**src/rtl/lcd_reader_if.sv**
```systemverilog
// Request/response bundle between a host block and lcd_reader.
// The host drives req/rs_sel/poll; the reader returns busy/done/rd_data/timeout.
interface lcd_reader_if;
    logic       req;
    logic       rs_sel;
    logic       poll;
    logic       busy;
    logic       done;
    logic [7:0] rd_data;
    logic       timeout;

    modport master (output req, rs_sel, poll, input busy, done, rd_data, timeout);
    modport slave  (input req, rs_sel, poll, output busy, done, rd_data, timeout);
endinterface

```
**src/rtl/lcd_reader.sv**
```systemverilog
// HD44780 4-bit read controller: one status or data read (two nibbles, MSB first) per request.
// Define BF_POLL_EN to enable busy-flag polling with a POLL_MAX attempt limit and timeout flag.
module lcd_reader #(
    parameter int T_SETUP  = 2,
    parameter int T_EHIGH  = 25,
    parameter int T_GAP    = 50,
    parameter int POLL_MAX = 1000
) (
    input  logic         clk,
    input  logic         rst_n,
    lcd_reader_if.slave  bus,
    input  logic [3:0]   lcd_din,
    output logic [2:0]   control
);

    localparam int T_MAX0 = (T_SETUP > T_EHIGH) ? T_SETUP : T_EHIGH;
    localparam int T_MAX  = (T_MAX0 > T_GAP) ? T_MAX0 : T_GAP;
    localparam int CNT_W  = $clog2(T_MAX + 1);

    typedef enum logic [2:0] {
        IDLE,
        SETUP_HI,
        EHI_HI,
        GAP_HI,
        SETUP_LO,
        EHI_LO,
        GAP_LO
    } state_t;

    state_t             state, state_n;
    logic [CNT_W-1:0]   cnt, cnt_n;
    logic               rs_q, rs_n;
    logic [7:0]         rd_q, rd_n;
    logic               done_q, done_n;
    logic               last;

`ifdef BF_POLL_EN
    localparam int ATT_W = $clog2(POLL_MAX + 1);
    logic               poll_q, poll_n;
    logic               timeout_q, timeout_n;
    logic [ATT_W-1:0]   att, att_n;
`else
    logic               unused_poll;
    assign unused_poll = bus.poll;
`endif

    always_ff @(posedge clk or negedge rst_n) begin
        if (!rst_n) begin
            state     <= IDLE;
            cnt       <= '0;
            rs_q      <= 1'b0;
            rd_q      <= 8'h00;
            done_q    <= 1'b0;
`ifdef BF_POLL_EN
            poll_q    <= 1'b0;
            timeout_q <= 1'b0;
            att       <= '0;
`endif
        end else begin
            state     <= state_n;
            cnt       <= cnt_n;
            rs_q      <= rs_n;
            rd_q      <= rd_n;
            done_q    <= done_n;
`ifdef BF_POLL_EN
            poll_q    <= poll_n;
            timeout_q <= timeout_n;
            att       <= att_n;
`endif
        end
    end

    // Each timed state counts down from N-1 and hands over to the next state on zero.
    always_comb begin
        state_n   = state;
        cnt_n     = cnt;
        rs_n      = rs_q;
        rd_n      = rd_q;
        done_n    = 1'b0;
        last      = (cnt == '0);
`ifdef BF_POLL_EN
        poll_n    = poll_q;
        timeout_n = timeout_q;
        att_n     = att;
`endif
        if (state != IDLE) begin
            cnt_n = cnt - 1'b1;
        end
        case (state)
            IDLE: begin
                if (bus.req) begin
                    state_n   = SETUP_HI;
                    cnt_n     = CNT_W'(T_SETUP - 1);
                    rs_n      = bus.rs_sel;
`ifdef BF_POLL_EN
                    poll_n    = bus.poll;
                    timeout_n = 1'b0;
                    att_n     = ATT_W'(1);
`endif
                end
            end
            SETUP_HI: if (last) begin
                state_n = EHI_HI;
                cnt_n   = CNT_W'(T_EHIGH - 1);
            end
            EHI_HI: if (last) begin
                state_n   = GAP_HI;
                cnt_n     = CNT_W'(T_GAP - 1);
                rd_n[7:4] = lcd_din;
            end
            GAP_HI: if (last) begin
                state_n = SETUP_LO;
                cnt_n   = CNT_W'(T_SETUP - 1);
            end
            SETUP_LO: if (last) begin
                state_n = EHI_LO;
                cnt_n   = CNT_W'(T_EHIGH - 1);
            end
            EHI_LO: if (last) begin
                state_n   = GAP_LO;
                cnt_n     = CNT_W'(T_GAP - 1);
                rd_n[3:0] = lcd_din;
            end
            GAP_LO: if (last) begin
                state_n = IDLE;
                cnt_n   = '0;
                done_n  = 1'b1;
`ifdef BF_POLL_EN
                // Busy flag still set: re-read status until the attempt budget runs out.
                if (poll_q && !rs_q && rd_q[7]) begin
                    if (att < ATT_W'(POLL_MAX)) begin
                        state_n = SETUP_HI;
                        cnt_n   = CNT_W'(T_SETUP - 1);
                        done_n  = 1'b0;
                        att_n   = att + 1'b1;
                    end else begin
                        timeout_n = 1'b1;
                    end
                end
`endif
            end
            default: begin
                state_n = IDLE;
                cnt_n   = '0;
            end
        endcase
    end

    // RW stays high for the whole transaction so E is never high while the bus is written.
    always_comb begin
        control = 3'b000;
        case (state)
            IDLE:           control = 3'b000;
            EHI_HI, EHI_LO: control = {1'b1, rs_q, 1'b1};
            default:        control = {1'b0, rs_q, 1'b1};
        endcase
    end

    assign bus.busy    = (state != IDLE);
    assign bus.done    = done_q;
    assign bus.rd_data = rd_q;
`ifdef BF_POLL_EN
    assign bus.timeout = timeout_q;
`else
    assign bus.timeout = 1'b0;
`endif

endmodule

```
**src/flat_wrapper.sv**
```systemverilog
// flat-port wrapper written by rule: the top's interface ports become plain ports
module lcd_reader_flat 
#(
    parameter int T_SETUP  = 2,
    parameter int T_EHIGH  = 25,
    parameter int T_GAP    = 50,
    parameter int POLL_MAX = 1000
)
  (clk, rst_n, lcd_din, control, bus_req, bus_rs_sel, bus_poll, bus_busy, bus_done, bus_rd_data, bus_timeout);
  lcd_reader_if bus_i ();
  input  logic clk;
  input  logic rst_n;
  input  logic [3:0] lcd_din;
  output logic [2:0] control;
  input wire logic [$bits(bus_i.req)-1:0] bus_req;
  input wire logic [$bits(bus_i.rs_sel)-1:0] bus_rs_sel;
  input wire logic [$bits(bus_i.poll)-1:0] bus_poll;
  output wire logic [$bits(bus_i.busy)-1:0] bus_busy;
  output wire logic [$bits(bus_i.done)-1:0] bus_done;
  output wire logic [$bits(bus_i.rd_data)-1:0] bus_rd_data;
  output wire logic [$bits(bus_i.timeout)-1:0] bus_timeout;
  assign bus_i.req = bus_req;
  assign bus_i.rs_sel = bus_rs_sel;
  assign bus_i.poll = bus_poll;
  assign bus_busy = bus_i.busy;
  assign bus_done = bus_i.done;
  assign bus_rd_data = bus_i.rd_data;
  assign bus_timeout = bus_i.timeout;
  lcd_reader #(.T_SETUP(T_SETUP), .T_EHIGH(T_EHIGH), .T_GAP(T_GAP), .POLL_MAX(POLL_MAX)) u_core (.clk(clk), .rst_n(rst_n), .bus(bus_i), .lcd_din(lcd_din), .control(control));
endmodule
```
**config.mk**
```make
export PLATFORM = sky130hd
export DESIGN_NAME = lcd_reader_flat
export DESIGN_NICKNAME = d
export VERILOG_FILES = /design/src/rtl/lcd_reader_if.sv /design/src/rtl/lcd_reader.sv /design/src/flat_wrapper.sv
export SDC_FILE = /design/constraint.sdc
export NUM_CORES = 1
export LEC_CHECK = 0
export ABC_AREA = 1
export BUFFER_PORTS_ARGS = -buffer_cell sky130_fd_sc_hd__buf_2
export CORE_MARGIN = 3
export CORE_UTILIZATION = 35
export CTS_CLUSTER_DIAMETER = 80
export DETAILED_ROUTE_END_ITERATION = 8
export PLACE_DENSITY_LB_ADDON = 0.3
export SETUP_SLACK_MARGIN = 0.2
export SLEW_MARGIN = 15
export SYNTH_ARGS = -nofsm -noshare
export SYNTH_HDL_FRONTEND = slang
export SYNTH_SLANG_ARGS = --single-unit
```
**constraint.sdc**
```tcl
create_clock -name clk -period 2 [get_ports clk]
set_input_delay 0.4 -clock clk [delete_from_list [all_inputs] [get_ports clk]]
set_output_delay 0.4 -clock clk [all_outputs]
set_load 0.05 [all_outputs]
```
Word-level counts from Yosys, hierarchy flattened:

Index checks and enable logic that the tools add are counted.

* add/subtract/negate cells: 1
* multipliers: 0
* divide/modulo/power cells: 0
* order comparisons: 0
* equal/unequal tests: 13
* shift operators: 0
* multiplexer cells: 18
* bitwise logic cells: 0
* reduce and logical (&&, ||, !) cells: 9

Operator list (count)
* 6-bit two-way mux: 6
* 6-bit case mux with 5 select lines: 1
* 3-bit two-way mux: 7
* 3-bit case mux with 7 select lines: 1
* 2-bit by 1-bit inequality test with 1-bit output, second input constant: 6
* 3-bit equality test, second input constant: 3
* 7-bit AND reduction: 1
* 3-bit by 2-bit equality test with 1-bit output, second input constant: 2
* 6-bit logical NOT: 1
* 3-bit case mux with 2 select lines: 1
* 2-bit AND reduction: 3
* 6-bit by 1-bit subtractor with 6-bit output, second input constant: 1
* 2-bit OR reduction: 2
* 3-bit by 1-bit equality test with 1-bit output, second input constant: 1
* 3-bit logical NOT: 1
* 3-bit nonzero test: 1
* 1-bit two-way mux: 2
* 2-bit inequality test, second input constant: 1

* register bits: 19
* latch bits: 0
* memory bits (writable): 0
* memory bits (read-only): 0
* input bits: 9
* output and inout bits: 14
* memories kept: 0

Logic depth before layout (Yosys ltp):

* depth in word-level cells: 4
* gate-level depth with buffers: 10
* gate-level depth less buffers: 9

Worst setup path before layout:

No wires, ideal clock.

* path type: flip-flop to output port
* start: register u_core.state[1]
* end: output port control[1]
* arrival time: 1.502 ns
* slack: 0.098 ns
* cell stages (with the launch flop): 6
* path buffers: 1
* cells stage by stage: dfrtp_1 -> nor2_2 -> nand2_4 -> buf_8 -> inv_2 -> nor2_1

* word-level cells in the longest chain between the ends: 3

RTL lines
* from (decl): line lcd_reader.sv:30 `state_t state, state_n;`
* from (signal assigned): line lcd_reader.sv:60 `state <= state_n;`
* 3-bit by 2-bit equality test with 1-bit output / 3-bit equality test (equally long branches): line lcd_reader.sv:152 `case (state)`
* 2-bit OR reduction (no line)
* 3-bit case mux with 2 select lines (*): line lcd_reader.sv:152
* to (decl): line flat_wrapper.sv:14 `output logic [2:0] control;`

Mark *: on every way between the ends. The rest lies on a longest branch, timed or not.

Final worst setup path:

* start: register u_core.state[2]
* end: output port control[2]

The elaborated chain is that of the path after synthesis.

==> impl_metrics.env <==
export IMPL_max_stage_delay_ps=460
export IMPL_maxCapViolations=0
export IMPL_grt_pass1_vias=945
export IMPL_seqCellArea_um2=479
export IMPL_ctsHoldBuffers=0
export IMPL_fin_nets=180
export IMPL_dp_hpwl_um=1720
export IMPL_finClkSkew_ps=1.29
export IMPL_drtIter0Drc=16
export IMPL_rows=19
export IMPL_cts_inserted_buffers=3
export IMPL_start_kind="flop"
export IMPL_fin_area_um2=1340
export IMPL_r2r_setup_slack_ps=330
export IMPL_ios=23
export IMPL_num_antenna_cells=0
export IMPL_peakVddDrop_v=0.000173
export IMPL_rsz0062_at_grt="false"
export IMPL_firstDrtPassIters=4
export IMPL_ys_warn_count=0
export IMPL_r2r_end="u_core.bus.rd_data[4]"
export IMPL_fin_cells=211
export IMPL_power_density_nw_per_um2=451
export IMPL_internal_power_uw=464
export IMPL_via_count=981
export IMPL_yosys_area_top_type="dfrtp_1"
export IMPL_antenna_found_initial=0
export IMPL_cp_end_kind="output pin"
export IMPL_syn_nets=152
export IMPL_initial_core_util=0.386
export IMPL_ys_types=25
export IMPL_period_needed_ps=1740
export IMPL_grt_pass1_wl_um=4090
export IMPL_path_cells="buf_4, nand3_1, nand2_1, buf_6"
export IMPL_pwr_share_comb=0.039
export IMPL_grt_overflow=0
export IMPL_cts_sinks=19
export IMPL_power_switching_uw=139
export IMPL_fmax_ghz=0.576
export IMPL_die_x_um=62.5
export IMPL_seq_area_frac_synth=0.425
export IMPL_drc=0
export IMPL_grt_usage=0.130
export IMPL_synth_seq_cells=19
export IMPL_path_class="reg -> out"
export IMPL_viasPerCell=4.65
export IMPL_synthCells=142
export IMPL_required_ps=1600
export IMPL_synth_area_um2=1120
export IMPL_critical_path_arrival_ps=1340
export IMPL_slew_headroom=0.654
export IMPL_rr_worst_depth=8
export IMPL_placedCellCount=200
export IMPL_critPathTopFamily="flip-flops"
export IMPL_hold_viol_final=0
export IMPL_pwr_share_clk=0.325
export IMPL_yosys_top_cells_area="dfrtp_1 43%, nand2_1 16%, o21ai_2 5.5%"
export IMPL_syn_area_per_cell_um2=7.88
export IMPL_cts_htree_levels=1
export IMPL_wl_um=2450
export IMPL_tns_ps=0
export IMPL_die_h_um=62.5
export IMPL_syn_to_final_growth_pct=19.5
export IMPL_dieArea_um2=3910
export IMPL_n_fill_cell=309
export IMPL_outcome="completed"
export IMPL_r2r_start="u_core.cnt[0]"
export IMPL_crit_slowest_cell="dfrtp_2"
export IMPL_p_seq_frac=0.636
export IMPL_clk_latency_ps=300
export IMPL_cts_tree="yes"
export IMPL_grt_max_degree=20
export IMPL_fp_coreArea_um2=2900
export IMPL_cts_root_buf="clkbuf_4"
export IMPL_place_area_um2=1230
export IMPL_finalCritPeriodShare=0.869
export IMPL_setup_viol=0
export IMPL_critPathBufInv=2
export IMPL_io_buffers=20
export IMPL_slew_violations=0
export IMPL_hp_class="in -> async"
export IMPL_wire_per_inst_um=11.6
export IMPL_multi_input_area_um2=542
export IMPL_worstPathMaxFanout=3
export IMPL_clockBufferDepth=2
export IMPL_place_gp_congestion=0.785
export IMPL_tightest_slew_ps=515
export IMPL_final_layout_size_suffix_gt1_frac=0.361
export IMPL_synth_top_cell_area_share=0.425
export IMPL_drtAntennaViolNets=0
export IMPL_cts_clk_slew_worst_paths_ps=110
export IMPL_switching_share=0.231
export IMPL_leakage_uw=0.000655
## cell usage after synthesis, drive strengths merged
library cell / count
nand2: 49
dfrtp: 19
inv: 17
nand3: 14
o21ai: 14
nor2: 10
a21oi: 5
buf: 5
nor3: 2
o22ai: 2
or2: 2
conb: 1
ha: 1
nand3b: 1
## routing by layer
layer / part of all wire / GRT usage / vias up
li1: - / - / 504
met1: 0.43 / 0.150 / 452
met2: 0.51 / 0.224 / 20
met3: 0.039 / 0.0270 / 5
met4: 0.020 / 0.0716 / 0
met5: 0 / 0 / -
## metrics by stage
stage	total power, uW	setup WS, ps	hold WS, ps	util
final	603	263	25.2	0.461
after detailed placement	415	316	367	0.424
after floorplan	401	326	104	-
after global routing	634	191	20.7	0.461
after global placement	414	365	364	0.424
after CTS	618	219	22.1	0.456
## power by group through the flow
stage / clock network [uW] / logic [uW] / registers, uW
2_1_floorplan: 0 / 9.43 / 392
3_3_place_gp: 0 / 23.1 / 391
3_5_place_dp: 0 / 23.8 / 391
4_1_cts: 210 / 24.0 / 384
5_1_grt: 224 / 25.9 / 384
6_report: 196 / 23.3 / 384
## logic make-up (layout without fill, tap and decap cells)
logic type,Yosys count,after routing,synth area share
AND/OR/NAND/NOR,78,78,0.330
buffers and inverters,22,49,0.104
AO/OA/AOI/OAI,21,21,0.126
flip-flops,19,19,0.425
adder cells (fa/ha/maj),1,1,0.0112
other,1,1,0.00335
## cells in the final DEF (no fill, tap or decap), types with 4 or more instances in the layout
cell type and instances:
nand2_1 47, buf_2 18, dfrtp_1 16, nand3_1 10
inv_1 10, buf_4 9, o21ai_2 7, inv_2 6
nor2_1 6, o21ai_1 4
## worst max path at each step
stage,from,endpoint,cells past startpoint
2_1_floorplan,u_core.state[1],control[1],5
3_3_place_gp,u_core.cnt[0],u_core.bus.rd_data[7],8
3_5_place_dp,u_core.cnt[0],u_core.bus.rd_data[6],8
4_1_cts,u_core.state[2],control[2],4
5_1_grt,u_core.cnt[0],u_core.bus.rd_data[2],8
6_report,u_core.state[2],control[2],4
## cell type report
type                    count  share of cell area
clock inverters             1             0.00375
repair buffers             28               0.126
well taps                  42              0.0393
multi-input cells         101               0.405
flip-flops and latches     19               0.359
inverters                  17              0.0496
clock buffers               3              0.0169
## flip-flops by register name, indices dropped and copies added, names as in the netlist
signal              cells
u_core.bus.done         1
u_core.bus.rd_data      8
u_core.cnt              6
u_core.rs_q             1
u_core.state            3
## what timing repair did
item | in CTS | in global routing
endpoints found under the setup margin | 3 | 11
setup buffers | 7 | 0
resized for setup | 5 | 4
pin swaps | 1 | 0
No activity file was read; power rests on OpenSTA's default activity.
